**src/rtl/prm_edge_scan.sv**
```systemverilog
// Edge-range scanner: walks chk_idx over [idx_first, idx_last], packs the returned
// edge mask bits into WORD_W-bit words. Define PRM_SCAN_BLKCNT_EN to build the blocked-edge counter.
module prm_edge_scan #(
    parameter int WORD_W = 32
) (
    input  logic              clk,
    input  logic              rst,
    input  logic              start,
    input  logic [14:0]       idx_first,
    input  logic [14:0]       idx_last,
    output logic [14:0]       chk_idx,
    input  logic              chk_mask,
    output logic [WORD_W-1:0] out_data,
    output logic              out_valid,
    input  logic              out_ready,
    output logic              out_last,
    output logic              busy,
    output logic              done,
    output logic [15:0]       blk_cnt
);

    localparam int CNT_W = $clog2(WORD_W + 1);

    typedef enum logic [1:0] {S_IDLE, S_SCAN, S_PUSH, S_FIN} state_t;

    state_t              r_state,     w_state;
    logic [14:0]         r_chk_idx,   w_chk_idx;
    logic [14:0]         r_last_idx,  w_last_idx;
    logic [WORD_W-1:0]   r_pack,      w_pack;
    logic [CNT_W-1:0]    r_bit_cnt,   w_bit_cnt;
    logic [WORD_W-1:0]   r_out_data,  w_out_data;
    logic                r_out_valid, w_out_valid;
    logic                r_out_last,  w_out_last;
    logic                r_busy,      w_busy;
    logic                r_done,      w_done;

    logic [15:0]         w_idx_inc;
    logic                w_at_last;
    logic                w_word_full;
    logic [WORD_W-1:0]   w_sample_word;

    // 16-bit increment/compare keeps idx_last=0x7FFF from wrapping the index to 0
    assign w_idx_inc     = {1'b0, r_chk_idx} + 16'd1;
    assign w_at_last     = (w_idx_inc > {1'b0, r_last_idx});
    assign w_word_full   = (r_bit_cnt == CNT_W'(WORD_W - 1));
    assign w_sample_word = r_pack | (WORD_W'(chk_mask) << r_bit_cnt);

    always_comb begin
        w_state     = r_state;
        w_chk_idx   = r_chk_idx;
        w_last_idx  = r_last_idx;
        w_pack      = r_pack;
        w_bit_cnt   = r_bit_cnt;
        w_out_data  = r_out_data;
        w_out_valid = r_out_valid;
        w_out_last  = r_out_last;
        w_busy      = r_busy;
        w_done      = 1'b0;
        case (r_state)
            S_IDLE: begin
                if (start) begin
                    w_busy = 1'b1;
                    if (idx_first <= idx_last) begin
                        w_chk_idx  = idx_first;
                        w_last_idx = idx_last;
                        w_pack     = '0;
                        w_bit_cnt  = '0;
                        w_state    = S_SCAN;
                    end else begin
                        w_state = S_FIN;
                    end
                end
            end
            S_SCAN: begin
                w_pack    = w_sample_word;
                w_bit_cnt = r_bit_cnt + CNT_W'(1);
                if (!w_at_last) begin
                    w_chk_idx = w_idx_inc[14:0];
                end
                if (w_at_last || w_word_full) begin
                    w_out_data  = w_sample_word;
                    w_out_valid = 1'b1;
                    w_out_last  = w_at_last;
                    w_state     = S_PUSH;
                end
            end
            S_PUSH: begin
                if (out_ready) begin
                    w_out_valid = 1'b0;
                    w_out_last  = 1'b0;
                    w_pack      = '0;
                    w_bit_cnt   = '0;
                    w_state     = r_out_last ? S_FIN : S_SCAN;
                end
            end
            S_FIN: begin
                w_done  = 1'b1;
                w_busy  = 1'b0;
                w_state = S_IDLE;
            end
            default: w_state = S_IDLE;
        endcase
    end

    always_ff @(posedge clk or posedge rst) begin
        if (rst) begin
            r_state     <= S_IDLE;
            r_chk_idx   <= '0;
            r_last_idx  <= '0;
            r_pack      <= '0;
            r_bit_cnt   <= '0;
            r_out_data  <= '0;
            r_out_valid <= 1'b0;
            r_out_last  <= 1'b0;
            r_busy      <= 1'b0;
            r_done      <= 1'b0;
        end else begin
            r_state     <= w_state;
            r_chk_idx   <= w_chk_idx;
            r_last_idx  <= w_last_idx;
            r_pack      <= w_pack;
            r_bit_cnt   <= w_bit_cnt;
            r_out_data  <= w_out_data;
            r_out_valid <= w_out_valid;
            r_out_last  <= w_out_last;
            r_busy      <= w_busy;
            r_done      <= w_done;
        end
    end

`ifdef PRM_SCAN_BLKCNT_EN
    logic [15:0] r_blk_cnt;

    // Cleared on any accepted start, including an empty range
    always_ff @(posedge clk or posedge rst) begin
        if (rst) begin
            r_blk_cnt <= '0;
        end else if (r_state == S_IDLE && start) begin
            r_blk_cnt <= '0;
        end else if (r_state == S_SCAN && chk_mask) begin
            r_blk_cnt <= r_blk_cnt + 16'd1;
        end
    end

    assign blk_cnt = r_blk_cnt;
`else
    assign blk_cnt = '0;
`endif

    assign chk_idx   = r_chk_idx;
    assign out_data  = r_out_data;
    assign out_valid = r_out_valid;
    assign out_last  = r_out_last;
    assign busy      = r_busy;
    assign done      = r_done;

endmodule
```
**config.mk**
```make
export PLATFORM = sky130hd
export DESIGN_NAME = prm_edge_scan
export DESIGN_NICKNAME = d
export VERILOG_FILES = /design/src/rtl/prm_edge_scan.sv
export SDC_FILE = /design/constraint.sdc
export NUM_CORES = 1
export LEC_CHECK = 0
export CORE_MARGIN = 2
export CORE_UTILIZATION = 55
export CTS_BUF_LIST = sky130_fd_sc_hd__clkbuf_8
export CTS_CLUSTER_SIZE = 16
export DETAILED_ROUTE_END_ITERATION = 16
export PLACE_DENSITY = 0.94
export SETUP_SLACK_MARGIN = 0.02
export SKIP_CTS_REPAIR_TIMING = 1
export SYNTH_ARGS = -nofsm -noshare
export SYNTH_HDL_FRONTEND = slang
export SYNTH_SLANG_ARGS = --single-unit
```
**constraint.sdc**
```tcl
create_clock -name clk -period 4.6 [get_ports clk]
set_input_delay 0.69 -clock clk [delete_from_list [all_inputs] [get_ports clk]]
set_output_delay 0.69 -clock clk [all_outputs]
set_load 0.1 [all_outputs]
```
; ---- After elaboration in Yosys (flattened, before gate mapping)
; Index checks and enable logic that the tools add are counted.
[word_totals]
mem_bits_ro = 0
wordCells = 64
ramBits = 0
ff_bits = 106
n_memories = 0
latchBits = 0
[op_classes]
n_div = 0
addsub = 2
mux = 26
shifts = 1
bitwise = 1
magnitude_cmp = 2
reduce_logical = 13
multipliers = 0
n_eq_ne = 9
[ops]
columns = operator, count
row1 = 32-bit two-way mux, 3
row2 = 32-bit one-hot mux with 3 select lines, 1
row3 = 15-bit two-way mux, 3
row4 = 32-bit bitwise OR, 1
row5 = 1-bit by 6-bit left shift with 32-bit output, 1
row6 = 15-bit one-hot mux with 2 select lines, 1
row7 = 6-bit two-way mux, 3
row8 = 6-bit one-hot mux with 3 select lines, 1
row9 = "15-bit by 1-bit adder with 16-bit output, second input constant", 1
row10 = 16-bit by 15-bit greater-than comparator with 1-bit output, 1
row11 = 15-bit <= comparator, 1
row12 = 2-bit two-way mux, 5
row13 = "2-bit != test, second input constant", 5
row14 = 3-bit AND reduction, 3
row15 = 2-bit one-hot mux with 4 select lines, 1
row16 = 4-bit AND reduction, 2
row17 = "6-bit by 1-bit adder with 6-bit output, second input constant", 1
row18 = "6-bit by 5-bit equality test with 1-bit output, second input constant", 1
row19 = 1-bit one-hot mux with 2 select lines, 3
row20 = 2-bit nonzero test, 3
row21 = 1-bit two-way mux, 5
row22 = "2-bit equality test, second input constant", 2
row23 = 2-bit AND reduction, 2
row24 = 3-bit nonzero test, 1
row25 = other kinds (3), 3

; ---- Longest topological paths before layout
; Gate-level depths: netlist of run 1.
[logic_depth]
ltp_word = 5
ltp_mapped = 15
depth_no_buf = 12

; ---- Worst setup path before layout of run 1
; OpenSTA, ideal clock, no wires.
[synth_path]
path_kind = reg2reg
start = register r_chk_idx[2] (netlist: chk_idx[2])
end = register r_out_data[0] (netlist: out_data[0])
path_stages_with_launch = 16
t_arrival_ps = 4109
period_less_slack_ps = 4188
setup_time_ps = 79
slack_ps = 412
path_cell_list = dfrtp_1 buf_2 and4_1 nor3b_1 nand2_1 xnor2_1 ha_1 nand3_1 or3_4 a311oi_2 nor3_2 o21a_1 buf_6 a21oi_4 buf_12 mux2i_1
[synth_between]
elab_chain_len = 4
[synth_rtl]
columns = item, line
row1 = start: declaration, 27  ; logic [14:0] r_chk_idx, w_chk_idx;
row2 = start signal: assignment, 119  ; r_chk_idx <= w_chk_idx;
row3 = 15-bit by 1-bit adder with 16-bit output, 43  ; assign w_idx_inc = {1'b0, r_chk_idx} + 16'd1;
row4 = 16-bit by 15-bit greater-than comparator with 1-bit output, 44  ; assign w_at_last = (w_idx_inc > {1'b0, r_last_idx});
row5 = 1-bit logical OR, 80  ; if (w_at_last || w_word_full) begin
row6 = 2-bit AND reduction (no source line), n/a
row7 = end signal: assignment, 123  ; r_out_data <= w_out_data;
row8 = end: declaration, 31  ; logic [WORD_W-1:0] r_out_data, w_out_data;
; No other way between the ends.
; A chain may end at the register's enable or synchronous reset.

; ---- Worst setup path in the final report of run 1
[layout_path]
start = register r_chk_idx[2] (netlist: chk_idx[2])
end = register r_out_data[7] (netlist: out_data[7])
; The elaborated chain is that of the path after synthesis.

==> impl_metrics.ini, run 1 <==
[yosys]
yosys.cell_count.top_type = nor2_1
synthArstFlopShare_pct = 100
ys_dominant_reg_cell = dfrtp_1
synthDistinctLibCells = 62
synth-seq-area-share_pct = 43.5
ys_seq_elements = 106
synth-edff-count = 0
synth.largest_area_cell = dfrtp_1
yosys-top-cells-area = dfrtp_1 44%, ha_1 7.4%, nor2_1 6.9%
syn-cell-area_um2 = 6090
ys_top_cells_by_count = 112 x nor2_1, 106 x dfrtp_1, 72 x inv_1
synth_area_per_cell_um2 = 9.03
syn_inst = 675
number_of_synthesis_warnings = 0
synth_top_area_share_pct = 43.5

[worst_setup_path]
worstPathCellList = and4_1, nor3b_1, nand2_1, xnor2_1, ha_1, nand3_1, or3_4, a311oi_2, nor3_2, o21a_1, a21oi_4, buf_4, mux2i_1
path_delay_family = simple AND/OR/NAND/NOR gates
critical_path.max_fanout = 32
critical_path.max_stage_delay_ps = 520
crit_path_start_kind = flop
arrival_ps = 4480
cp.buffers_inverters = 1
cpMaxStageDelayCell = dfrtp_1
cp_data_required_time_ps = 4920
worst-setup-path-type = reg2reg
critPathCaptureType = flop

[placement]
pre_cts_ws_ps = 519
placedCellCount = 880
place_hpwl_um = 10200
io_buffer_count = 85
globalplace.congestion = 1.00

[pwr]
power.switching_w = 0.00250
vdd_ir_drop_max_mv = 0.626
power_frac_comb_pct = 58.7
power_frac_clock_pct = 12.9
pwr-share-seq_pct = 28.4
internal_power_w = 0.00217
power.switching_fraction_pct = 53.6
power.density_nw_per_um2 = 652
p_leak_nw = 3.17

[floorplan]
placement_rows = 38
start_util_pct = 56.2
num_io_pins = 102
die_height_um = 109
design.die.area_um2 = 11900
die_width_um = 109
core-area_um2 = 10800

[timing]
totalNegativeSetupSlack_ps = 0
fmax_mhz = 240
finalHoldViolCount = 0
slew-limit-headroom_pct = 31.6
rsz0062_at_grt = no
setup_ws_ps = 438
fin_skew_ps = 17.6
timing.final.crit_period_ps = 4160
worst_slew_pin_slew_ps = 1020
finalMaxSlewViolations = 0
finalSetupViolations = 0
timing.final.crit_share_pct = 90.5

[cells_and_area]
stdcell_count = 896
layout-area-overhead-vs-synth_pct = 17.5
layout-drive-gt1-share_pct = 5.16
diodes = 0
fillers = 857
nNetsFinal = 822

[clock_network]
worst_skew_pair.late_latency_ps = 400
clock_tree_from_tritoncts = built
h-tree-depth = 3
clockBufferDepth = 2
cts.sinks = 106
inserted_clock_buffers = 9
clk_root_buffer_cell = clkbuf_8
cts.clk_slew.worst_paths_ps = 120

[global_routing]
antenna_found_initial = 0
grt_remaining_overflow = 0
grt_pass1_vias = 4891
global_route_wire_length_before_repair_um = 23100
grtUsageTotal_pct = 24.8
grt_max_degree = 78

[routing]
drt-total-wl_um = 13900
tritonroute_pass_1_iters = 5
remaining_drc_errors = 0
dr_total_vias = 5056
drt_iter0_markers = 444
route.antenna.remaining_nets = 0
routedWlPerCell_um = 15.5
post_drt_via_cell_ratio = 5.64

[min_path]
holdCritPathClass = reg2reg

[outcome]
run_status = finished clean

[flow_run]
cap_viol_max_count = 0
## final timing paths
check,endpoint,slack (ps),cells after the start,start
worst max-delay path,out_data[7]$_DFFE_PP0P_,440,13,chk_idx[2]$_DFFE_PP0P_
worst min-delay path,r_pack[23]$_DFFE_PP0P_,510,2,r_pack[23]$_DFFE_PP0P_
worst max register to register,out_data[7]$_DFFE_PP0P_,440,13,chk_idx[2]$_DFFE_PP0P_
worst min register to register,r_pack[23]$_DFFE_PP0P_,510,2,r_pack[23]$_DFFE_PP0P_
max in group asynchronous,out_data[9]$_DFFE_PP0P_,2790,3,rst
min in group asynchronous,r_last_idx[12]$_DFFE_PP0P_,840,2,rst
## worst min-delay path, cell delays in order (launching register included)
cell and delay (ps):
dfrtp_1 360, a21oi_1 40, nor2_1 70
## flip-flops by register name, summed over array words and instances, names as in the netlist
name	cells
chk_idx	15
out_last	1
busy	1
done	1
out_valid	1
r_state	2
r_bit_cnt	6
r_last_idx	15
r_pack	32
out_data	32
## per-stage QoR
stage | total power, W | utilization, % | hold slack, ps | cell area [um^2]
6_report | 0.00467 | 66.1 | 506 | 7160
5_1_grt | 0.00492 | 66.1 | 519 | 7160
4_1_cts | 0.00465 | 66.1 | 511 | 7160
3_5_place_dp | 0.00403 | 64.1 | 484 | 6940
3_3_place_gp | 0.00398 | 64.1 | 475 | 6940
2_1_floorplan | 0.00348 | - | 463 | 6150
## area by class of cell
type                            instances  area (um^2)  share of cell area [%]
Multi-Input combinational cell        470         2940                    41.1
Sequential cell                       106         2650                    37.0
Tap cell                              140          175                    2.45
Clock inverter                          7         93.8                    1.31
Clock buffer                            9          124                    1.73
Inverter                               72          273                    3.81
Timing Repair Buffer                   92          903                    12.6
## power groups by stage
stage / Sequential (W) / Clock (W) / Combinational [W]
after floorplan: 0.00200 / 0 / 0.00148
final: 0.00133 / 0.000604 / 0.00274
after global placement: 0.00133 / 0 / 0.00265
after detailed placement: 0.00134 / 0 / 0.00270
after CTS: 0.00132 / 0.000615 / 0.00272
after global routing: 0.00135 / 0.000645 / 0.00292
## placed cells by master (no fill, tap or decap), types with 26 or more instances in the layout
cell type | Yosys | routed
nor2_1 | 112 | 111
dfrtp_1 | 106 | 106
clkdlybuf4s50_1 | 0 | 85
inv_1 | 72 | 71
nand2_1 | 50 | 50
a21oi_1 | 46 | 46
mux2i_1 | 39 | 39
ha_1 | 36 | 36
o21ai_0 | 32 | 31
nand3_1 | 26 | 26
## per-layer routing
metal,global-route usage (%),vias to the layer above,routed length (um)
li1,-,2411,-
met3,5.86,47,973
met2,38.1,212,6320
met5,0,-,0
met1,34.3,2386,6090
met4,9.58,0,491
## logic make-up (layout without fill, tap and decap cells)
| kind of cell | Yosys count | count (layout) | share of synthesized area, % |
|---|---|---|---|
| adders and majority gates | 36 | 36 | 7.39 |
| AOI/OAI and AO/OA | 132 | 132 | 13.9 |
| and+or+nand+nor | 231 | 231 | 17.0 |
| muxes | 42 | 42 | 6.96 |
| other | 1 | 16 | 0.0615 |
| buffers and inverters | 114 | 180 | 9.24 |
| DFF | 106 | 106 | 43.5 |
| xor gates and xnor gates | 13 | 13 | 1.87 |
No activity file was read; power rests on OpenSTA's default activity.
==> inputs of run 2 (changes only) <==
--- a/config.mk
+++ b/config.mk
@@ -6,11 +6,10 @@
 export NUM_CORES = 1
 export LEC_CHECK = 0
 export CORE_MARGIN = 2
-export CORE_UTILIZATION = 55
-export CTS_BUF_LIST = sky130_fd_sc_hd__clkbuf_8
+export CORE_UTILIZATION = 54
 export CTS_CLUSTER_SIZE = 16
 export DETAILED_ROUTE_END_ITERATION = 16
-export PLACE_DENSITY = 0.94
+export PLACE_DENSITY = 0.93
 export SETUP_SLACK_MARGIN = 0.02
 export SKIP_CTS_REPAIR_TIMING = 1
 export SYNTH_ARGS = -nofsm -noshare
==> impl_metrics.ini, run 2 (synthesized netlist as in run 1, its figures left out) <==
[routing]
post_drt_via_cell_ratio = 5.64
route.antenna.remaining_nets = 0
drt_iter0_markers = 439
dr_total_vias = 5057
wl_met1_um = 6090
drt-total-wl_um = 14400
tritonroute_pass_1_iters = 5
detailroute.wirelength.met2_um = 7040
remaining_drc_errors = 0
routedWlPerCell_um = 16.1
highest_layer = met4
met3RoutedLength_um = 1040

[timing]
timing.final.crit_period_ps = 4280
fin_skew_ps = 11.9
timing.final.crit_share_pct = 93.1
finalMaxSlewViolations = 0
slew-limit-headroom_pct = 31.9
fmax_mhz = 234
worst_slew_pin_slew_ps = 1020
setup_ws_ps = 319
timing.hold.ws_ps = 497
rsz0062_at_grt = no
totalNegativeSetupSlack_ps = 0
finalHoldViolCount = 0
finalSetupViolations = 0

[clock_network]
worst_skew_pair.late_latency_ps = 350
clockBufferDepth = 2
clk_root_buffer_cell = clkbuf_16
cts.sinks = 106
h-tree-depth = 3
clock_tree_from_tritoncts = built
inserted_clock_buffers = 9
cts.clk_slew.worst_paths_ps = 70

[worst_setup_path]
worst-r2r-setup-slack_ps = 320
rr_endpoint = out_data[3]$_DFFE_PP0P_
crit_path_start_kind = flop
arrival_ps = 4550
worstPathCellList = and4_1, nor3b_1, nand2_1, xnor2_1, ha_1, nand3_1, or3_4, a311oi_2, nor3_2, o21a_1, a21oi_4, buf_4, mux2i_1
critical_path.max_stage_delay_ps = 610
critical_path.reg2reg.startpoint = chk_idx[2]$_DFFE_PP0P_
worst-r2r-cell-count = 13
cp_data_required_time_ps = 4870
critical_path.max_fanout = 32
worst-setup-path-type = reg2reg
critPathCaptureType = flop
cpMaxStageDelayCell = nor3b_1

[pwr]
p_leak_nw = 3.22
internal_power_w = 0.00234
pwr-share-seq_pct = 27.3
post-layout-total-power_w = 0.00487
vdd_ir_drop_max_mv = 0.545
power.switching_w = 0.00253
power_frac_comb_pct = 56.3
power.switching_fraction_pct = 52.0
power_frac_clock_pct = 16.4
power.density_nw_per_um2 = 670

[placement]
io_buffer_count = 85
placedCellCount = 880
pre_cts_ws_ps = 488
place_hpwl_um = 10200
globalplace.congestion = 0.931

[min_path]
holdCritPathClass = reg2reg
min_from = r_pack[23]$_DFFE_PP0P_
min_delay_path_depth = 2
hold_path_end = r_pack[23]$_DFFE_PP0P_

[global_routing]
antenna_found_initial = 0
global_route_wire_length_before_repair_um = 23700
grtUsageTotal_pct = 25.2
grt_remaining_overflow = 0
grt_max_degree = 84
grt_pass1_vias = 4869

[floorplan]
start_util_pct = 55.7
design.die.area_um2 = 12100
die_width_um = 110
die_height_um = 110
core-area_um2 = 10900
num_io_pins = 102
placement_rows = 38

[flow_run]
cap_viol_max_count = 0

[outcome]
run_status = finished clean

[cells_and_area]
mostFrequentLayoutCell = nor2_1
nNetsFinal = 822
final_cell_mix = 111 x nor2_1, 106 x dfrtp_1, 85 x clkdlybuf4s50_1, 71 x inv_1, 50 x nand2_1
stdcell_count = 896
diodes = 0
layout-area-overhead-vs-synth_pct = 19.1
layout-drive-gt1-share_pct = 5.16
[run 2: changes by cell type in the layout (fill, tap and decap cells not counted)]
cell / before / now
inv_12: 0 / 1
clkinv_8: 4 / 2
clkbuf_16: 0 / 9
inv_8: 1 / 2
clkbuf_8: 9 / 0
[run 2: critical path: cells and delay by family (launching register included)]
| kind | cells | cell delay (ps) |
|---|---|---|
| and+or+nand+nor | 6 | 1680 |
| AOI/OAI and AO/OA | 3 | 780 |
| DFF | 1 | 490 |
| buffers and inverters | 1 | 470 |
| adders and majority gates | 1 | 310 |
| muxes | 1 | 260 |
| xor gates and xnor gates | 1 | 180 |
[run 2: through the flow]
step                cell area [um^2]  utilization, %
floorplan                       6150               -
global placement                6940            63.5
detailed placement              6940            63.5
CTS                             7260            66.4
global route                    7260            66.4
finish                          7260            66.4
[run 2: cell type report]
cell class / instances / area, um^2
Clock buffer: 9 / 225
Clock inverter: 7 / 88.8
Fill cell: 812 / 3680
Inverter: 72 / 273
Multi-Input combinational cell: 470 / 2940
Sequential cell: 106 / 2650
Tap cell: 140 / 175
Timing Repair Buffer: 92 / 903
[run 2: routing by layer]
metal	GRT usage (%)	vias up
li1	-	2410
met1	34.4	2410
met5	0	-
met2	41.1	212
met3	4.47	25
met4	7.77	0
[run 2: worst max-delay path by stage]
stage / startpoint / end / cells past startpoint
after CTS: chk_idx[2]$_DFFE_PP0P_ / out_data[30]$_DFFE_PP0P_ / 13
after global routing: chk_idx[2]$_DFFE_PP0P_ / out_data[4]$_DFFE_PP0P_ / 13
after detailed placement: chk_idx[2]$_DFFE_PP0P_ / out_data[30]$_DFFE_PP0P_ / 13
after global placement: chk_idx[2]$_DFFE_PP0P_ / out_data[11]$_DFFE_PP0P_ / 13
after floorplan: chk_idx[2]$_DFFE_PP0P_ / out_data[0]$_DFFE_PP0P_ / 15
final: chk_idx[2]$_DFFE_PP0P_ / out_data[3]$_DFFE_PP0P_ / 13
[run 2: power groups by stage]
stage                     clock (W)  combinational, W  sequential, W
after floorplan                   0           0.00148        0.00200
after global placement            0           0.00263        0.00133
after detailed placement          0           0.00268        0.00134
after CTS                  0.000802           0.00272        0.00132
after global routing       0.000843           0.00293        0.00135
final                      0.000799           0.00274        0.00133
==> patch: new RTL, config.mk and constraints of run 2 <==
Take the reset off `r_out_data` and load it in a clocked block of its own.
--- a/src/rtl/prm_edge_scan.sv
+++ b/src/rtl/prm_edge_scan.sv
@@ -109,7 +109,6 @@
             r_last_idx  <= '0;
             r_pack      <= '0;
             r_bit_cnt   <= '0;
-            r_out_data  <= '0;
             r_out_valid <= 1'b0;
             r_out_last  <= 1'b0;
             r_busy      <= 1'b0;
@@ -120,12 +119,15 @@
             r_last_idx  <= w_last_idx;
             r_pack      <= w_pack;
             r_bit_cnt   <= w_bit_cnt;
-            r_out_data  <= w_out_data;
             r_out_valid <= w_out_valid;
             r_out_last  <= w_out_last;
             r_busy      <= w_busy;
             r_done      <= w_done;
         end
+    end
+
+    always_ff @(posedge clk) begin
+        r_out_data <= w_out_data;
     end
 
 `ifdef PRM_SCAN_BLKCNT_EN
Behaviour: differs if rst is asserted again (counterexample within 4 cycles, from zero or initial values and one cycle with rst high); with rst held inactive, the same outputs for 4 cycles.
==> patch against run 2 <==
  * Setup slack improved by 210 ps
  * First-iteration DRC count down 47%
  * Count of clock-buffer cells in the layout did not move
  * Die area fell by 4.1%
  * Cell count is 11% lower
  * Sequential cell count unchanged
  * Design area fell by 3.8%
  * Wire length decreased by 6.8%
  * Synthesized area fell by 4.2%
  * Global-route usage down 0.83 points
  * Critical path type unchanged
Power is left out: the tool's default activity adds up to more than one toggle a clock period on the data nets, which glitch-free logic cannot reach.
==> patch: results (changes against run 2) <==
STATUS='complete, no violations'
CLKSLEWWORSTSETUPHOLDPATHS_PS=120  # +50 ps
CLOCK_INSERTION_DELAY_WORST_SKEW_PS=390  # +40 ps
YOSYSWARNINGS=0  # unchanged
FILL_CELLS=793  # -2.3%
MIN_TO='r_pack[9]'
WORST_CLOCK_SKEW_PS=13.98  # +2.028 ps
SYN_AVG_CELL_AREA_UM2=10.10  # +12%
YS_TYPES=60  # -3.2%
CTS_ROOT_BUFFER='sky130_fd_sc_hd__clkbuf_8'
GRT_PASS1_VIAS=4471  # -8.2%
GRT_MAX_DEGREE=49  # -42%
WORST_HOLD_STARTPOINT='r_pack[9]'
YOSYS-TOP-CELLS-COUNT='74 x sky130_fd_sc_hd__dfrtp_1, 61 x sky130_fd_sc_hd__nor2_1, 38 x sky130_fd_sc_hd__inv_1, 36 x sky130_fd_sc_hd__ha_1, 36 x sky130_fd_sc_hd__nand2_1'
PLACED_CELLS=781  # -11%
DR.PASS1.ITERS=4  # -1
GRT_PASS1_WL_UM=22050  # -6.8%
HOLD_WS_PS=508.0  # +11.21 ps
WORSTREG2REGSTART='chk_idx[0]'
GPL.FINAL_WEIGHTED_CONGESTION=0.8449  # -9.3%
PRE_CTS_SLACK_PS=629.0  # +140.7 ps
NETS=727  # -12%
POST_ROUTE_CELLS_DRIVE_ABOVE_1_SHARE_PCT=6.808  # +1.6 points
ROUTED_WIRELENGTH_UM=13430  # -6.8%
RRSETUPSLACK_PS=530  # +210 ps
WORST_PIN_SLEW_PS=1175  # +157.5 ps
ASYNC_FLOP_SHARE_PCT=69.81  # -30 points
REG2REG_END='out_data[10]'
DRT-VIAS-PER-INSTANCE=5.795  # +2.7%
PLACE_HPWL_UM=9864  # -3.7%
TIMING.CRITICAL_PATH.ARRIVAL_PS=4180  # -370 ps
LAYOUT.CELLS.NON_FILLER=797  # -11%
DRT_ITER0_DRC=233  # -47%
GRTUSAGETOTAL_PCT=24.33  # -0.83 points
SYNTH_SEQUENTIAL_AREA_RATIO_PCT=48.19  # +4.7 points
patch: cell type report:
type / instances / area [um2] / share of cell area, %
timing repair buffer: 99 / 955.9 / 13.70
tap: 136 / 170.2 / 2.438
clock inverter: 7 / 78.83 / 1.129
inverter: 38 / 142.6 / 2.044
sequential: 106 / 2813 / 40.30
multi-input combinational: 402 / 2695 / 38.62
clock buffer: 9 / 123.9 / 1.775
patch: cell families after synthesis:
| group | Yosys count | synth area share, % |
|---|---|---|
| simple gates | 172 | 14.06 |
| xor+xnor | 13 | 1.951 |
| mux | 19 | 3.301 |
| compound gates | 146 | 17.84 |
| fa+ha+maj | 36 | 7.717 |
| flops | 106 | 48.19 |
| other cells | 1 | 0.06425 |
| buf+inv | 85 | 6.881 |
patch: metal layers:
metal / wire (um) / global-route usage [%] / share of wire (%) / vias up
met5: 0 / 0 / 0 / -
met4: 385 / 10.90 / 2.9 / 0
met3: 771 / 3.315 / 5.7 / 34
met2: 6518 / 39.80 / 49 / 188
met1: 5758 / 32.53 / 43 / 2180
li1: - / - / - / 2217
patch: how the worst max path moves through the flow:
stage	start	endpoint	slack, ps	cells past startpoint
3_5_place_dp	chk_idx[0]	out_data[13]	630	13
5_1_grt	chk_idx[0]	out_data[10]	270	13
6_report	chk_idx[0]	out_data[10]	530	13
3_3_place_gp	chk_idx[0]	out_data[13]	710	13
2_1_floorplan	chk_idx[3]	out_data[0]	150	13
4_1_cts	chk_idx[0]	out_data[13]	550	13
patch: critical path, stage by stage, from the launching register on:
cell and delay [ps]:
sky130_fd_sc_hd__dfrtp_1 490, sky130_fd_sc_hd__ha_1 340, sky130_fd_sc_hd__nand2_1 130, sky130_fd_sc_hd__nor3_1 400, sky130_fd_sc_hd__nand3_1 160, sky130_fd_sc_hd__xnor2_1 230
sky130_fd_sc_hd__ha_1 280, sky130_fd_sc_hd__nand3_1 130, sky130_fd_sc_hd__nor2_1 70, sky130_fd_sc_hd__or4_4 520, sky130_fd_sc_hd__a22o_4 350, sky130_fd_sc_hd__nor2_1 330
sky130_fd_sc_hd__a21oi_4 80, sky130_fd_sc_hd__buf_4 280
patch: per-stage QoR:
| step | area, um2 | utilization [%] |
|---|---|---|
| 4_1_cts | 6979 | 67.00 |
| 5_1_grt | 6979 | 67.00 |
| 3_3_place_gp | 6777 | 65.06 |
| 6_report | 6979 | 67.00 |
| 3_5_place_dp | 6777 | 65.06 |
| 2_1_floorplan | 5904 | - |
